===== src/rtl/recompute_scheduler.sv =====
// Recompute-unit scheduler: snapshots the PE pass/fail map, binds faulty PEs to RU slots
// and sweeps accumulation indices. Define RECOMPUTE_MULTIPASS_EN to schedule excess faults in batches.
module recompute_scheduler #(
    parameter int ROWS    = 4,
    parameter int COLS    = 4,
    parameter int NUM_RU  = 4,
    parameter int K_DEPTH = 4,
    localparam int NPE = ROWS * COLS,
    localparam int RW  = (ROWS > 1) ? $clog2(ROWS) : 1,
    localparam int CW  = (COLS > 1) ? $clog2(COLS) : 1,
    localparam int KW  = (K_DEPTH > 1) ? $clog2(K_DEPTH) : 1,
    localparam int FW  = $clog2(NPE + 1)
) (
    input  logic                 clk,
    input  logic                 rst_n,
    input  logic                 start,
    input  logic [NPE-1:0]       stw_pass_map,
    input  logic                 step_ready,
    output logic                 busy,
    output logic                 done,
    output logic                 overflow,
    output logic [FW-1:0]        fault_count,
    output logic [NUM_RU-1:0]    ru_valid,
    output logic [NUM_RU*RW-1:0] ru_row,
    output logic [NUM_RU*CW-1:0] ru_col,
    output logic [KW-1:0]        ru_k
);
    localparam int PW = (NPE > 1) ? $clog2(NPE) : 1;
    localparam int SW = (NUM_RU > 1) ? $clog2(NUM_RU) : 1;

    typedef enum logic [1:0] {S_IDLE, S_SCAN, S_ISSUE, S_DONE} state_e;

    state_e                     state_q;
    logic [NPE-1:0]             snap_q;
    logic [PW-1:0]              p_q;
    logic [RW-1:0]              r_q;
    logic [CW-1:0]              c_q;
    logic [NUM_RU-1:0]          slot_vld_q;
    logic [NUM_RU-1:0][RW-1:0]  slot_row_q;
    logic [NUM_RU-1:0][CW-1:0]  slot_col_q;
    logic [KW-1:0]              k_q;
    logic [FW-1:0]              fc_q;
    logic                       ovf_q;
    logic                       done_q;
    logic                       more_q;

    logic                       fault;
    logic                       free_any;
    logic                       scan_last;
    logic                       batch_cut;
    logic [SW-1:0]              free_idx;
    logic [NUM_RU-1:0]          slot_vld_d;

    always_comb begin
        fault     = ~snap_q[p_q];
        free_any  = ~&slot_vld_q;
        scan_last = (p_q == PW'(NPE - 1));
        free_idx  = '0;
        for (int i = NUM_RU - 1; i >= 0; i--)
            if (!slot_vld_q[i]) free_idx = SW'(i);
        slot_vld_d = slot_vld_q;
        if (fault && free_any) slot_vld_d[free_idx] = 1'b1;
    end

`ifdef RECOMPUTE_MULTIPASS_EN
    logic rest_faulty;
    // Cut the batch as soon as the table fills, but only if faults remain past this PE.
    always_comb begin
        rest_faulty = 1'b0;
        for (int j = 0; j < NPE; j++)
            if (PW'(j) > p_q && !snap_q[j]) rest_faulty = 1'b1;
        batch_cut = fault && free_any && (&slot_vld_d) && rest_faulty;
    end
`else
    assign batch_cut = 1'b0;
`endif

    always_ff @(posedge clk or negedge rst_n) begin
        if (!rst_n) begin
            state_q    <= S_IDLE;
            snap_q     <= '0;
            p_q        <= '0;
            r_q        <= '0;
            c_q        <= '0;
            slot_vld_q <= '0;
            slot_row_q <= '0;
            slot_col_q <= '0;
            k_q        <= '0;
            fc_q       <= '0;
            ovf_q      <= 1'b0;
            done_q     <= 1'b0;
            more_q     <= 1'b0;
        end else begin
            done_q <= 1'b0;
            case (state_q)
                S_IDLE: if (start) begin
                    snap_q     <= stw_pass_map;
                    fc_q       <= '0;
                    ovf_q      <= 1'b0;
                    slot_vld_q <= '0;
                    slot_row_q <= '0;
                    slot_col_q <= '0;
                    p_q        <= '0;
                    r_q        <= '0;
                    c_q        <= '0;
                    k_q        <= '0;
                    more_q     <= 1'b0;
                    state_q    <= S_SCAN;
                end
                S_SCAN: begin
                    if (fault) begin
                        fc_q <= fc_q + 1'b1;
                        if (free_any) begin
                            slot_vld_q           <= slot_vld_d;
                            slot_row_q[free_idx] <= r_q;
                            slot_col_q[free_idx] <= c_q;
                        end
`ifndef RECOMPUTE_MULTIPASS_EN
                        else ovf_q <= 1'b1;
`endif
                    end
                    p_q <= p_q + 1'b1;
                    if (c_q == CW'(COLS - 1)) begin
                        c_q <= '0;
                        r_q <= r_q + 1'b1;
                    end else begin
                        c_q <= c_q + 1'b1;
                    end
                    if (scan_last || batch_cut) begin
                        more_q  <= batch_cut;
                        state_q <= (|slot_vld_d) ? S_ISSUE : S_DONE;
                        done_q  <= ~|slot_vld_d;
                        if (scan_last) begin
                            p_q <= '0;
                            r_q <= '0;
                            c_q <= '0;
                        end
                    end
                end
                S_ISSUE: if (step_ready) begin
                    if (k_q == KW'(K_DEPTH - 1)) begin
                        k_q <= '0;
                        if (more_q) begin
                            // Next batch resumes scanning from the PE after the cut point.
                            slot_vld_q <= '0;
                            slot_row_q <= '0;
                            slot_col_q <= '0;
                            more_q     <= 1'b0;
                            state_q    <= S_SCAN;
                        end else begin
                            done_q  <= 1'b1;
                            state_q <= S_DONE;
                        end
                    end else begin
                        k_q <= k_q + 1'b1;
                    end
                end
                S_DONE:  state_q <= S_IDLE;
                default: state_q <= S_IDLE;
            endcase
        end
    end

    assign busy        = (state_q != S_IDLE);
    assign done        = done_q;
    assign overflow    = ovf_q;
    assign fault_count = fc_q;
    assign ru_valid    = (state_q == S_ISSUE) ? slot_vld_q : '0;
    assign ru_row      = slot_row_q;
    assign ru_col      = slot_col_q;
    assign ru_k        = k_q;

endmodule


===== config.mk =====
export PLATFORM = sky130hd
export DESIGN_NAME = recompute_scheduler
export DESIGN_NICKNAME = d
export VERILOG_FILES = /design/src/rtl/recompute_scheduler.sv
export SDC_FILE = /design/constraint.sdc
export NUM_CORES = 1
export LEC_CHECK = 0
export CAP_MARGIN = 25
export CELL_PAD_IN_SITES_DETAIL_PLACEMENT = 1
export CELL_PAD_IN_SITES_GLOBAL_PLACEMENT = 1
export CORE_MARGIN = 2
export CORE_UTILIZATION = 44
export CTS_BUF_LIST = sky130_fd_sc_hd__clkbuf_16
export CTS_CLUSTER_DIAMETER = 120
export CTS_CLUSTER_SIZE = 14
export DETAILED_ROUTE_END_ITERATION = 6
export PLACE_DENSITY_LB_ADDON = 0.05
export SETUP_SLACK_MARGIN = 0.3
export SYNTH_ARGS = -nofsm -noshare
export SYNTH_HDL_FRONTEND = slang
export SYNTH_SLANG_ARGS = --single-unit

===== constraint.sdc =====
create_clock -name clk -period 5.37 [get_ports clk]
set_input_delay 0.537 -clock clk [delete_from_list [all_inputs] [get_ports clk]]
set_output_delay 0.537 -clock clk [all_outputs]
set_load 0.03 [all_outputs]

=== After elaboration in Yosys (flattened, before gate mapping) ===
Cells that the tools add are included.

* Word-level logic and storage cells: 130
* Bits of input ports: 20
* Output and inout port bits: 30
* Register bits: 56

* Order comparisons: 3
* Bitwise gates (word level): 2
* Reduce and logical (&&, ||, !) cells: 20
* Equality and inequality tests: 15
* Multiplexer cells: 66
* Add/subtract/negate cells: 5

{| class="wikitable"
|+ Operator list
! operator !! count
|-
| 8-bit 2-to-1 mux || 8
|-
| 8-bit one-hot mux with 3 select lines || 2
|-
| 4-bit 2-to-1 mux || 9
|-
| 2-bit 2-to-1 mux || 17
|-
| 8-bit bitwise mux || 2
|-
| 2-bit inequality test, second input constant || 8
|-
| 1-bit 2-to-1 mux || 13
|-
| 2-bit one-hot mux with 2 select lines || 3
|-
| 4-bit one-hot mux with 3 select lines || 1
|-
| 4-bit AND reduction || 3
|-
| 5-bit 2-to-1 mux || 2
|-
| 5-bit one-hot mux with 2 select lines || 1
|-
| 3-bit AND reduction || 3
|-
| 2-bit equality test, second input constant || 4
|-
| 2-bit one-hot mux with 4 select lines || 1
|-
| 4-bit one-hot mux with 2 select lines || 1
|-
| 7-bit AND reduction || 1
|-
| 2-bit by 1-bit adder with 2-bit output, second input constant || 3
|-
| 2-bit nonzero test || 3
|-
| 5-bit by 1-bit adder with 5-bit output, second input constant || 1
|-
| 4-bit by 5-bit < comparator with 1-bit output, second input constant || 1
|-
| 5-bit AND reduction || 1
|-
| 4-bit by 1-bit adder with 4-bit output, second input constant || 1
|-
| 1-bit binary-select mux with 4-bit select || 1
|-
| other kinds (17) || 21
|}

=== Logic depth before layout (Yosys ltp) ===
* Depth in word-level cells: 14
* Mapped depth: 9
* Gate-level depth less buffers: 7

=== Worst setup path after synthesis ===
Ideal clock, no wire load.

* Path kind: register -> register
* Start: reg state_q[0]
* End: reg slot_col_q, in the netlist ru_col[4]
* Path buffers: 2
* Required time: 5.244 ns
* Setup time: 0.126 ns
* Arrival time: 1.932 ns
* Path slack: 3.312 ns
* Period minus slack after synthesis: 2.058 ns
* Stages on the path, launching flop included: 9
* Cell sequence: dfrtp_1 inv_1 ha_1 clkbuf_1 mux2i_1 nor2_1 o211a_1 buf_4 a221o_1

* Word-level cells in the longest chain between the ends: 3
* Elaborated cells between the ends (all ways): 12
* Classes of those cells: eq/ne (8); mux (1); reduce/logical (3)

{| class="wikitable"
|+ Ends and longest elaborated chain
! element !! line !! text
|-
| from (decl) || 33 || <nowiki>state_e state_q;</nowiki>
|-
| from (signal assigned) || 131 || <nowiki>state_q <= (|slot_vld_d) ? S_ISSUE : S_DONE;</nowiki>
|-
| 2-bit by 1-bit equality test with 1-bit output (tied with other cells) || 95 || <nowiki>case (state_q)</nowiki>
|-
| 2-bit inequality test (no line) or 3-bit nonzero test (tied branches) || n/a ||
|-
| 7-bit AND reduction (no line) || n/a ||
|-
| to (signal, indexed assignment) || 116 || <nowiki>slot_col_q[free_idx] <= c_q;</nowiki>
|-
| to (decl) || 40 || <nowiki>logic [NUM_RU-1:0][CW-1:0] slot_col_q;</nowiki>
|}

Parallel ways exist; a longest one is shown, timed or not.
A chain may end at the register's enable or synchronous reset.

=== Final worst setup path ===
* Start: reg state_q[1]
* End: reg slot_col_q, in the netlist ru_col[0]

The elaborated chain is that of the path after synthesis.

==> impl_metrics.tcl <==
set metrics [dict create \
    dr.pass1.iters 4 \
    slowest_stage "ha_1" \
    ys.flop_type "dfrtp_1" \
    place_area_sq_um 3230 \
    die_h_um 82.6 \
    gp_congestion 0.831 \
    netlist_area_sq_um 2720 \
    grt_usage_pct 19.5 \
    rows 28 \
    slowest_delay_ps 650 \
    synth_nets 278 \
    routed_wl_um 6020 \
    cp.arrival_ps 3160 \
    synth_cell_types 43 \
    vias_per_cell 5.51 \
    max_freq_mhz 338 \
    drc 0 \
    crit_chain "inv_1 > ha_1 > mux2i_1 > nor2_1 > o211a_1 > nor2b_1 > mux2i_1" \
    startpoint "state_q[1]$_DFFE_PN0P_" \
    syn_inst 250 \
    clk_pin_slew_ps 60 \
    ys_warn_count 0 \
    cts_tree "built" \
    wl_per_cell_um 16.4 \
    first_global_vias 2068 \
    cts_buffer_depth 2 \
    cp_max_fo 23 \
    yosys.area.top_type "dfrtp_1" \
    avgSynthCellArea_sq_um 10.9 \
    root_buffer "clkbuf_16" \
    core_sq_um 5960 \
    p_per_area_nw_per_um2 577 \
    start_util_pct 45.6 \
    cts.hold.buffers_added 0 \
    first_iter_violations 78 \
    ant_nets 0 \
    num_antenna_cells 0 \
    dp_hpwl_um 4300 \
    cts_sinks 55 \
    synthTopCellsByCount "dfrtp_1 (55), nand2_1 (35), nor2_1 (18)" \
    status "completed" \
    cts_buffers 5 \
    finClkSkew_ps 4.52 \
    maxCapViolCount 0 \
    synth-async-reset-ratio_pct 100 \
    grt_pass1_wl_um 10000 \
    yosys-top-cells-area "dfrtp_1 (51%), mux2_2 (6.6%), mux2i_1 (5.2%)" \
    io_buffer_count 49 \
    setup_tns_ps 0 \
    via_count 2026 \
    post-place-ws_ps 2400 \
    area_growth_syn_to_layout_pct 23.9 \
    ys_seq_elements 55 \
    p_leak_nw 1.47 \
    yosys.area.top_type_share_pct 50.7 \
    cts_resized 0 \
    grt_remaining_overflow 0 \
    finalHoldViolations 0 \
    setup_viol 0 \
    fin_crit_sh_pct 55.1 \
    cp.required_ps 5570 \
    cpMostUsedCell "mux2i_1" \
    grt_max_degree 56 \
    synth-seq-area-share_pct 50.7 \
    r2r-start "state_q[1]$_DFFE_PN0P_" \
    peakVddDrop_mv 0.243 \
    io_pins 50 \
    worstMarginPinSlew_ps 726 \
    fin_cells 368 \
    fin_crit_ps 2960 \
    rsz0062_at_grt "false" \
    final_area_sq_um 3360 \
    final.setup.worst_slack_ps 2410 \
    insertion_delay_ps 290 \
    relSlewSlack_pct 51.5 \
    cp-end-kind "register" \
    htreeDepth 2 \
    utilization_pct 56.5 \
    post_cts_buffers 0 \
    path_delay_family "adder cells" \
    critPathBufInv 1 \
    synth_edf_count 0 \
    die_area_sq_um 6820 \
    yosysMostFrequentCell "dfrtp_1" \
    layout.nets 321 \
    worstSetupPathType "reg2reg" \
    fillers 653 \
    die_w_um 82.6 \
    dpl.cell_count 361 \
    start_kind "register" \
    drive_gt1_share_pct 10.6 \
    grt_antenna_before_repair 0 \
    slew_viol_final 0 \
    min_path_type "in2async" \
]
[kinds of logic (layout without fill, tap and decap cells)]
group / after synthesis / in the layout / share of synthesized area [%]
adders and majority gates: 8 / 8 / 3.69
AOI/OAI and AO/OA: 42 / 42 / 10.7
and+or+nand+nor: 86 / 86 / 14.8
muxes: 35 / 35 / 15.9
DFF: 55 / 55 / 50.7
buffers and inverters: 23 / 66 / 3.92
xor gates and xnor gates: 1 / 1 / 0.322
[cells in the final DEF (no fill, tap or decap), types with 2 or more instances in the layout]
cell	instances
dfrtp_1	55
clkdlybuf4s50_1	48
nand2_1	35
nor2_1	18
mux2_2	16
mux2i_1	14
o21ai_0	10
inv_1	9
ha_1	8
nand3_1	7
a21oi_1	6
and2_1	5
o21ai_1	5
and3_1	5
clkbuf_16	5
mux4_2	4
nand2b_1	4
o31ai_1	4
a221o_1	4
nor2b_1	3
or3_1	3
a22o_1	2
[cell type report]
class | instances | area [sq um] | area share (%)
inverter | 9 | 33.8 | 1.00
tap | 75 | 93.8 | 2.79
clock buffer | 5 | 125 | 3.72
timing repair buffer | 50 | 493 | 14.7
clock inverter | 2 | 8.76 | 0.260
multi-input combinational | 172 | 1230 | 36.7
sequential | 55 | 1380 | 40.9
[power by group]
part | internal [W] | total, W | leakage [nW] | switching [W]
sequential | 0.000569 | 0.000711 | 0.706 | 0.000141
combinational | 0.000403 | 0.000925 | 0.695 | 0.000522
clock | 0.000168 | 0.000306 | 0.0671 | 0.000138
total | 0.00114 | 0.00194 | 1.47 | 0.000801
[metrics by stage]
stage / hold WS (ps) / power, W
after global routing: 458 / 0.00208
after CTS: 411 / 0.00196
final: 376 / 0.00194
after global placement: 468 / 0.00161
after floorplan: 241 / 0.00138
after detailed placement: 478 / 0.00165
[per-layer routing]
metal / track usage (%) / up-vias / wire length [um]
li1: - / 969 / -
met1: 26.1 / 1012 / 2820
met2: 32.0 / 37 / 2940
met3: 3.48 / 8 / 176
met4: 6.72 / 0 / 97
met5: 0 / - / 0
[state kept, by name, indices dropped and copies added, names as in the netlist]
| name | cells |
|---|---|
| slot_vld_q | 4 |
| overflow | 1 |
| r_q | 2 |
| done | 1 |
| c_q | 2 |
| snap_q | 16 |
| fault_count | 5 |
| ru_k | 2 |
| ru_row | 8 |
| ru_col | 8 |
| state_q | 2 |
| p_q | 4 |
[worst paths after layout]
check / endpoint / cells past startpoint / slack [ps]
worst min register to register: r_q[1]$_DFFE_PN0P_ / 1 / 490
worst max register to register: ru_col[0]$_DFFE_PN0P_ / 7 / 2410
max in group asynchronous: ru_k[1]$_DFFE_PN0P_ / 2 / 4530
min in group clk: r_q[1]$_DFFE_PN0P_ / 1 / 490
worst max-delay path: ru_col[0]$_DFFE_PN0P_ / 7 / 2410
worst min-delay path: overflow$_DFFE_PN0P_ / 2 / 380
[worst register-to-register path: cells and delay by family, from the launching register on]
family / cells / cell delay (ps)
adder cells (fa/ha/maj): 1 / 650
multiplexers: 2 / 650
AO/OA/AOI/OAI: 1 / 410
flip-flops: 1 / 390
AND/OR/NAND/NOR: 2 / 660
buffers and inverters: 1 / 120
No activity file was read; power rests on OpenSTA's default activity.
==> variant (same settings) <==
The 4 states of `state_e` get a one-hot encoding in 4 bits.
--- a/src/rtl/recompute_scheduler.sv
+++ b/src/rtl/recompute_scheduler.sv
@@ -28,7 +28,7 @@
     localparam int PW = (NPE > 1) ? $clog2(NPE) : 1;
     localparam int SW = (NUM_RU > 1) ? $clog2(NUM_RU) : 1;
 
-    typedef enum logic [1:0] {S_IDLE, S_SCAN, S_ISSUE, S_DONE} state_e;
+    typedef enum logic [3:0] {S_IDLE = 4'b0001, S_SCAN = 4'b0010, S_ISSUE = 4'b0100, S_DONE = 4'b1000} state_e;
 
     state_e                     state_q;
     logic [NPE-1:0]             snap_q;
Function: no difference found for any inputs over 4 cycles, from zero or initial values and one cycle with rst_n low; so few cycles prove little.
==> variant against the unedited design <==
  * Wire length grew 2.8%
  * Clock power grew 74%
  * Area after synthesis shrank 4.2%
  * Total power shrank 14%
  * Cell area grew 2.7%
  * Maximum frequency grew 6.8%
  * Core utilization grew 2.9 points
  * Combinational power shrank 47%
  * Sequential cell count grew 2
  * Worst setup slack gained 190 ps
  * Critical path depth shrank 3
  * Die area shrank 4.0%
  * Count of clock-buffer cells in the layout grew 4
  * Largest cell class unchanged
==> variant: results <==
{
  "dpl_cell_area_um2": 3180,
  "wirelength_um": 6190,
  "grt_util_all_layers_pct": 21.1,
  "hpwl_um": 4080,
  "switching_share_pct": 32.8,
  "synthToLayoutAreaGrowth_pct": 32.8,
  "synth_cells": 206,
  "synth_nets": 230,
  "cp.arrival_ps": 2970,
  "post_cts_buffers": 0,
  "cts_inserted_buffers": 9,
  "synth_seq_area_share_pct": 54.9,
  "worst_clock_skew_ps": 5.27,
  "grt_pass1_vias": 2040,
  "synth_commonest_cells": "dfrtp_1 (56), mux2_2 (19), a32o_1 (18)",
  "htree_levels": 3,
  "met2_usage_pct": 31.7,
  "cpPeakStageDelay_ps": 670,
  "routed-wl-met2_um": 2900,
  "status": "completed",
  "drive_gt1_share_pct": 18.4,
  "slowest_stage": "mux4_2",
  "global_route.usage.met3_pct": 3.89,
  "drc": 0,
  "clk-power_uw": 531,
  "gp_congestion": 0.757,
  "peakVddDrop_v": 0.000254,
  "wl_met1_um": 2980,
  "hold_path.class": "primary input to asynchronous set/reset pin",
  "port_buffers": 49,
  "p_leak_nw": 1.48,
  "wl_met3_um": 193,
  "clk_latency_ps": 320,
  "via_per_inst": 5.74,
  "yosys.cell_types.count": 38,
  "synth_area_leaders": "dfrtp_1 (54%), mux2_2 (8.2%), a32o_1 (6.9%)",
  "yosys_warnings": 0,
  "layout.cells.non_filler": 341,
  "antenna_found_initial": 0,
  "grt_max_degree": 58,
  "worstPathMaxFanout": 18,
  "die_w_um": 80.9,
  "cp_top_family": "multiplexers",
  "layout.nets": 287,
  "antenna_cells": 0,
  "grt_use_met1_pct": 29.6,
  "root_buffer": "clkbuf_16",
  "worst_pin_slew_ps": 734,
  "p_seq_uw": 641,
  "ys_async_sr_fraction_pct": 100,
  "post-place-ws_ps": 2600,
  "switchingPower_uw": 545,
  "first_pass_iters": 4,
  "grt_pass1_wl_um": 10400,
  "regMostFlops": "snap_q",
  "drt-initial-drc-count": 151,
  "dp_cells": 327,
  "nFillCells": 610
}
variant: changes by cell type in the layout (fill, tap and decap cells not counted), moves of 12 or more:
cell     change
nand2_1     -21
nor2_1      -12
a32o_1      +17
mux2i_1     -12
variant: final timing paths:
path	startpoint	to	slack [ps]	cells after the start
min reg2reg	overflow	overflow	500	1
min in group clk	overflow	overflow	500	1
max reg2reg	p_q[0]	ru_col[6]	2600	4
max	p_q[0]	ru_col[6]	2600	4
max in group asynchronous	rst_n	ru_row[2]	4510	2
min	rst_n	snap_q[8]	370	2
variant: logic make-up after synthesis:
group           synth area share, %
simple gates                   13.3
compound gates                 14.0
flops                          54.9
fa+ha+maj                      1.92
mux                            13.3
xor+xnor                      0.337
buf+inv                        2.16
variant: cell type report:
| class | count | area share, % |
|---|---|---|
| multi-input combinational | 136 | 32.3 |
| tap | 75 | 2.72 |
| sequential | 57 | 41.3 |
| inverter | 5 | 0.543 |
| clock buffer | 9 | 6.52 |
| timing repair buffer | 54 | 15.1 |
| clock inverter | 5 | 1.41 |
